**src/rtl/ps2_pkg.sv**
```systemverilog
// ps2_pkg
// Shared definitions for the PS/2 device-to-host receive path:
// receiver state encoding, error codes reported on err_code,
// frame geometry and the well-known ACK byte.
package ps2_pkg;

    // Receiver FSM states
    typedef enum logic [1:0] {
        IDLE  = 2'd0,
        RECV  = 2'd1,
        CHECK = 2'd2
    } rx_state_t;

    // Error codes presented on err_code
    localparam logic [2:0] ERR_NONE    = 3'd0;
    localparam logic [2:0] ERR_START   = 3'd1;
    localparam logic [2:0] ERR_PARITY  = 3'd2;
    localparam logic [2:0] ERR_STOP    = 3'd3;
    localparam logic [2:0] ERR_TIMEOUT = 3'd4;

    // Start + 8 data + parity + stop
    localparam int FRAME_BITS = 11;

    // Acknowledge byte a device returns after every host command
    localparam logic [7:0] ACK_BYTE = 8'hFA;

    // PS/2 uses odd parity: data bits plus parity bit hold an odd number of ones
    function automatic logic odd_parity_ok(input logic [7:0] data, input logic parity);
        return (^data) ^ parity;
    endfunction

endpackage

```
**src/rtl/ps2_clk_filter.sv**
```systemverilog
// ps2_clk_filter
// Synchronizes the raw PS/2 clock pad, removes glitches and produces a
// one-cycle pulse on every filtered high-to-low transition. Shared with the
// host-to-device transmitter, which shifts its bits on the same pulse.
//
// Ports:
//   clk       in   system clock
//   rst       in   asynchronous active-high reset
//   ps2_c     in   raw PS/2 clock pad
//   fall_edge out  one-cycle pulse per filtered falling edge
module ps2_clk_filter #(
    parameter int FILTER_LEN = 8
) (
    input  logic clk,
    input  logic rst,
    input  logic ps2_c,
    output logic fall_edge
);

    logic [1:0]            c_sync;
    logic [FILTER_LEN-1:0] c_hist;
    logic                  c_filt;

    // Everything resets to the idle-high bus level so that releasing reset
    // can never look like a falling edge. The filtered level only moves once
    // the whole history agrees; the edge pulse is registered together with
    // the level change so it lines up exactly with the new low level.
    always_ff @(posedge clk or posedge rst) begin
        if (rst) begin
            c_sync    <= 2'b11;
            c_hist    <= '1;
            c_filt    <= 1'b1;
            fall_edge <= 1'b0;
        end else begin
            c_sync    <= {c_sync[0], ps2_c};
            c_hist    <= {c_hist[FILTER_LEN-2:0], c_sync[1]};
            fall_edge <= 1'b0;
            if (c_hist == '0) begin
                c_filt    <= 1'b0;
                fall_edge <= c_filt;
            end else if (c_hist == '1) begin
                c_filt <= 1'b1;
            end
        end
    end

endmodule

```
**src/rtl/ps2_rx_frame.sv**
```systemverilog
// ps2_rx_frame
// Device-to-host PS/2 frame receiver. Captures start/data/parity/stop frames
// on the filtered PS/2 clock, validates them and delivers each good byte with
// a one-cycle strobe. Frame errors are flagged with a one-cycle pulse and a
// sticky error code.
//
// Ports:
//   clk       in   system clock
//   rst       in   asynchronous active-high reset
//   ps2_c     in   raw PS/2 clock pad
//   ps2_d     in   raw PS/2 data pad
//   rx_en     in   receive enable, low while the transmitter owns the bus
//   fall_edge out  filtered ps2_c falling-edge pulse (also used by the transmitter)
//   rx_data   out  last correctly received byte
//   rx_done   out  one-cycle pulse when rx_data updates
//   rx_err    out  one-cycle pulse on a frame error
//   err_code  out  0 none, 1 start, 2 parity, 3 stop, 4 timeout
//   rx_idle   out  high while waiting for a start bit
module ps2_rx_frame
    import ps2_pkg::*;
#(
    parameter int FILTER_LEN     = 8,
    parameter int TIMEOUT_CYCLES = 200000,
    parameter int TO_W           = 18
) (
    input  logic       clk,
    input  logic       rst,
    input  logic       ps2_c,
    input  logic       ps2_d,
    input  logic       rx_en,
    output logic       fall_edge,
    output logic [7:0] rx_data,
    output logic       rx_done,
    output logic       rx_err,
    output logic [2:0] err_code,
    output logic       rx_idle
);

    localparam int SHIFT_BITS = FRAME_BITS - 1;

    rx_state_t             state;
    rx_state_t             next_state;
    logic [1:0]            d_sync;
    logic                  d_bit;
    logic [SHIFT_BITS-1:0] shreg;
    logic [3:0]            bit_cnt;
    logic [TO_W-1:0]       timer;
    logic                  start_ok;
    logic                  start_bad;
    logic                  last_bit;
    logic                  timeout_hit;
    logic                  done_set;
    logic                  err_set;
    logic [2:0]            code_set;

    ps2_clk_filter #(
        .FILTER_LEN(FILTER_LEN)
    ) u_clk_filter (
        .clk       (clk),
        .rst       (rst),
        .ps2_c     (ps2_c),
        .fall_edge (fall_edge)
    );

    // Data line synchronizer, idle-high after reset
    always_ff @(posedge clk or posedge rst) begin
        if (rst) begin
            d_sync <= 2'b11;
        end else begin
            d_sync <= {d_sync[0], ps2_d};
        end
    end

    assign d_bit     = d_sync[1];
    assign start_ok  = fall_edge && rx_en && !d_bit;
    assign start_bad = fall_edge && rx_en && d_bit;
    assign last_bit  = (bit_cnt == 4'(SHIFT_BITS - 1));

    // timer holds the number of cycles since the most recent edge, with the
    // edge cycle itself counted as cycle 0; it therefore reloads with 1.
    assign timeout_hit = !fall_edge && (timer == TO_W'(TIMEOUT_CYCLES - 1));

    // State register
    always_ff @(posedge clk or posedge rst) begin
        if (rst) begin
            state <= IDLE;
        end else begin
            state <= next_state;
        end
    end

    // Next-state logic; dropping rx_en during a frame wins over every other event
    always_comb begin
        next_state = state;
        case (state)
            IDLE: begin
                if (start_ok) begin
                    next_state = RECV;
                end
            end
            RECV: begin
                if (!rx_en) begin
                    next_state = IDLE;
                end else if (fall_edge && last_bit) begin
                    next_state = CHECK;
                end else if (timeout_hit) begin
                    next_state = IDLE;
                end
            end
            CHECK: begin
                next_state = IDLE;
            end
            default: begin
                next_state = IDLE;
            end
        endcase
    end

    // Output decode: rx_idle directly, plus the result that gets registered
    // onto rx_done/rx_err/err_code. Parity is judged before the stop bit.
    always_comb begin
        rx_idle  = (state == IDLE);
        done_set = 1'b0;
        err_set  = 1'b0;
        code_set = ERR_NONE;
        case (state)
            IDLE: begin
                if (start_bad) begin
                    err_set  = 1'b1;
                    code_set = ERR_START;
                end
            end
            RECV: begin
                if (rx_en && timeout_hit) begin
                    err_set  = 1'b1;
                    code_set = ERR_TIMEOUT;
                end
            end
            CHECK: begin
                if (!odd_parity_ok(shreg[7:0], shreg[8])) begin
                    err_set  = 1'b1;
                    code_set = ERR_PARITY;
                end else if (!shreg[9]) begin
                    err_set  = 1'b1;
                    code_set = ERR_STOP;
                end else begin
                    done_set = 1'b1;
                end
            end
            default: ;
        endcase
    end

    // Frame datapath and registered result outputs. Bits arrive LSB first,
    // so each new bit enters at the top and the frame settles with data in
    // [7:0], parity in [8] and stop in [9]. rx_data only moves with rx_done.
    always_ff @(posedge clk or posedge rst) begin
        if (rst) begin
            shreg    <= '0;
            bit_cnt  <= '0;
            timer    <= '0;
            rx_data  <= 8'h00;
            rx_done  <= 1'b0;
            rx_err   <= 1'b0;
            err_code <= ERR_NONE;
        end else begin
            rx_done <= done_set;
            rx_err  <= err_set;
            if (err_set) begin
                err_code <= code_set;
            end else if (done_set) begin
                err_code <= ERR_NONE;
                rx_data  <= shreg[7:0];
            end

            case (state)
                IDLE: begin
                    shreg   <= '0;
                    bit_cnt <= '0;
                    timer   <= TO_W'(1);
                end
                RECV: begin
                    if (fall_edge) begin
                        shreg   <= {d_bit, shreg[SHIFT_BITS-1:1]};
                        bit_cnt <= bit_cnt + 4'd1;
                        timer   <= TO_W'(1);
                    end else begin
                        timer <= timer + TO_W'(1);
                    end
                end
                default: ;
            endcase
        end
    end

endmodule

```
**config.mk**
```make
export PLATFORM = sky130hd
export DESIGN_NAME = ps2_rx_frame
export DESIGN_NICKNAME = d
export VERILOG_FILES = /design/src/rtl/ps2_pkg.sv /design/src/rtl/ps2_clk_filter.sv /design/src/rtl/ps2_rx_frame.sv
export SDC_FILE = /design/constraint.sdc
export NUM_CORES = 1
export LEC_CHECK = 0
export CAP_MARGIN = 20
export CORE_MARGIN = 10
export CORE_UTILIZATION = 40
export CTS_CLUSTER_DIAMETER = 150
export DETAILED_ROUTE_END_ITERATION = 10
export GPL_TIMING_DRIVEN = 0
export HOLD_SLACK_MARGIN = 0.02
export PLACE_DENSITY_LB_ADDON = 0.15
export RECOVER_POWER = 25
export SLEW_MARGIN = 5
export SYNTH_ARGS = -nofsm -noshare
export SYNTH_HDL_FRONTEND = slang
export SYNTH_HIERARCHICAL = 1
export SYNTH_SLANG_ARGS = --single-unit
```
**constraint.sdc**
```tcl
create_clock -name clk -period 2.6 [get_ports clk]
set_input_delay 0.26 -clock clk [delete_from_list [all_inputs] [get_ports clk]]
set_output_delay 0.26 -clock clk [all_outputs]
set_load 0.02 [all_outputs]
```
==> reports/qor.yml <==
num_vias: 1936
synthArstFlopShare: 1.00
dr.pass1.iters: 4
start_util: 0.411
crit_fanout: 10
hold_path_depth: 0
status: "finished clean"
area_delta_synth_final_pct: 17.5
n_antenna_cell: 0
worst-path-stages: 4
regToRegEndpoint: "rx_data[4]$_DFFE_PP0P_"
relSlewSlack: 0.357
routedWlPerCell_um: 15.0
fin_skew_ns: 0.00611
syn-instance-count: 243
ir_drop_mv: 0.285
slowest_stage: "clkdlybuf4s50_1"
ios: 20
seq_area_frac_synth: 0.552
path_delay_family: "buffers and inverters"
end_kind: "output pin"
wirelength_um: 5640
hold_ws_ns: 0.358
worstPathCellList: "clkbuf_1 -> clkbuf_1 -> nor2_1 -> clkdlybuf4s50_1"
p_switching_uw: 392
ys.flop_type: "dfrtp_1"
p_sw_frac: 0.230
clkPwrFrac: 0.410
critPathKind: "reg2out"
slew_violations: 0
first_iter_violations: 84
crit_end: "rx_idle"
yosysWarnings: 6
synth_edf_count: 0
globalplace.congestion: 0.757
max_stage_delay_ns: 0.66
io_buffer_count: 19
cts_tree: "built"
worstPathArrival_ns: 2.11
reg2reg_depth: 6
power_frac_seq: 0.571
rrSetupSlack_ns: 0.51
syn_area_per_cell_um2: 11.5
clk_latency_ns: 0.34
powerDensity_nw_per_um2: 521
fin_tns_setup_ns: 0
antenna_found_initial: 0
cts_setup_buffers: 0
cts_buffers: 9
syn-num-nets: 251
pwr-share-comb: 0.019
track_usage: 0.111
rows: 30
fin_crit_sh: 0.912
holdBufCountCts: 0
cts_resized: 0
die_h_um: 104
period_minus_slack_ns: 2.37
clk_path_buf_depth: 2
dp_cells: 359
crit_required_ns: 2.34
dieArea_um2: 10700
finalCoreUtilization: 0.483
numClockSinks: 61
fp.coreArea_um2: 6790
finalHoldViolCount: 0
crit_start: "state[1]$_DFFE_PP0P_"
synth-seq-cells: 61
htreeDepth: 3
setup_viol: 0
rsz0062_at_grt: "false"
nets: 282
p_int_uw: 1320
cpMostUsedCell: "clkbuf_1"
cp-start-kind: "flop"
vias_per_cell: 5.16
syn_area_um2: 2790
worst_slew_pin_slew_ns: 0.963
gr-total-overflow: 0
grt_pass1_vias: 1970
clkTransAtPathRegs_ns: 0.07
grt_pass1_wl_um: 9790
r2r_start: "shreg[7]$_DFFE_PP0P_"
drv_cap: 0
route.detailed.drc: 0
layout-drive-gt1-share: 0.129
p_leak_uw: 0.00141
die_x_um: 104
grt_max_degree: 27
fmax_mhz: 422
ant_nets: 0
worst-path-buf-inv: 3
dp_hpwl_um: 3990
hold_class: "reg2reg"
fin_cells: 375
ys_types: 44
cts_root_buf: "clkbuf_8"
## metrics by stage
| step | area (um^2) | total power, uW | setup WS (ns) |
|---|---|---|---|
| finish | 3280 | 1710 | 0.229 |
| global route | 3280 | 1790 | 0.0655 |
| CTS | 3280 | 1740 | 0.195 |
| detailed placement | 3120 | 1030 | 0.493 |
| global placement | 3100 | 1030 | 0.0273 |
| floorplan | 2790 | 1010 | 0.618 |
## final cells by class
cell class	instances	area, um^2
flip-flops and latches	61	1540
multi-input cells	161	1160
well taps	96	120
plain buffers	12	52.6
repair buffers	20	210
clock inverters	5	27.5
fillers	651	3510
inverters	9	33.8
clock buffers	11	131
## worst min-delay path by stage
stage | start | endpoint | slack [ns]
after global placement | u_clk_filter/c_sync[1]$_DFF_PP1_ | u_clk_filter/c_hist[0]$_DFF_PP1_ | 0.35
after detailed placement | u_clk_filter/c_sync[1]$_DFF_PP1_ | u_clk_filter/c_hist[0]$_DFF_PP1_ | 0.35
after CTS | rst | u_clk_filter/fall_edge$_DFF_PP0_ | 0.27
after global routing | u_clk_filter/c_sync[0]$_DFF_PP1_ | u_clk_filter/c_sync[1]$_DFF_PP1_ | 0.36
after floorplan | rst | u_clk_filter/fall_edge$_DFF_PP0_ | 0.12
final | u_clk_filter/c_sync[0]$_DFF_PP1_ | u_clk_filter/c_sync[1]$_DFF_PP1_ | 0.36
## sequential cells by signal, summed over array words and instances, names as in the netlist
signal	count
state	2
timer	18
u_clk_filter/fall_edge	1
shreg	10
rx_err	1
u_clk_filter/c_hist	8
d_sync	2
rx_data	8
u_clk_filter/c_sync	2
rx_done	1
bit_cnt	4
err_code	3
u_clk_filter/c_filt	1
## synthesized netlist by cell type (2+ instances only)
library cell,n,area [um^2]
clkbuf_1,11,41.3
ha_1,3,37.5
nor2_1,13,48.8
nor2b_1,3,18.8
a22o_1,19,166
nand2_1,14,52.6
inv_1,8,30.0
nand3_1,10,50.1
o31ai_1,5,37.5
nand4b_1,2,17.5
and2_1,4,25.0
a31oi_1,3,18.8
nand4_1,8,50.1
dfstp_2,13,342
nor3_1,2,10.0
xor2_1,6,52.6
a21oi_1,7,35.0
mux2_4,8,120
o21ai_0,14,70.1
nor4_2,2,25.0
xnor2_1,6,52.6
mux2i_1,2,20.0
or3_1,4,25.0
nand2b_1,4,25.0
and3_1,5,31.3
dfrtp_1,48,1200
o22ai_1,2,12.5
## cells in the final DEF, fill, tap and decap left out, drive strengths merged, types with 2 or more instances in the layout
master	n
nor2b	3
clkinv	4
nor2	13
a31oi	3
or3	5
clkdlybuf4s50	16
nand4b	2
nand2b	4
mux2i	2
inv	9
a21oi	7
o22ai	2
nand2	14
mux2	8
nand3	10
nor3	2
dlygate4sd3	3
nand4	8
xnor2	7
dfrtp	48
o31ai	5
dfstp	13
and3	5
a22o	20
buf	2
and2	4
ha	3
xor2	6
clkbuf	22
nor4	3
o21ai	14
## kinds of logic after synthesis
family,Yosys count,synth area share
compound gates,55,0.138
xor+xnor,14,0.0556
fa+ha+maj,3,0.0134
buf+inv,21,0.0309
flops,61,0.552
mux,10,0.0502
simple gates,79,0.160
## routing by layer
layer  global-route usage  vias to the layer above  share of wire
met5                    0                        -              0
met4               0.0484                        0          0.015
met3               0.0434                        8          0.051
met2                0.174                       36           0.48
met1                0.131                      949           0.46
li1                     -                      943              -
## power by group through the flow
stage	Sequential, uW	Clock [uW]	Combinational (uW)
after global placement	994	0	32.0
after floorplan	992	0	18.2
after global routing	976	771	38.3
after detailed placement	995	0	36.2
final	976	701	32.4
after CTS	978	725	36.1
Note: power is estimated with default switching activity, not from simulation.
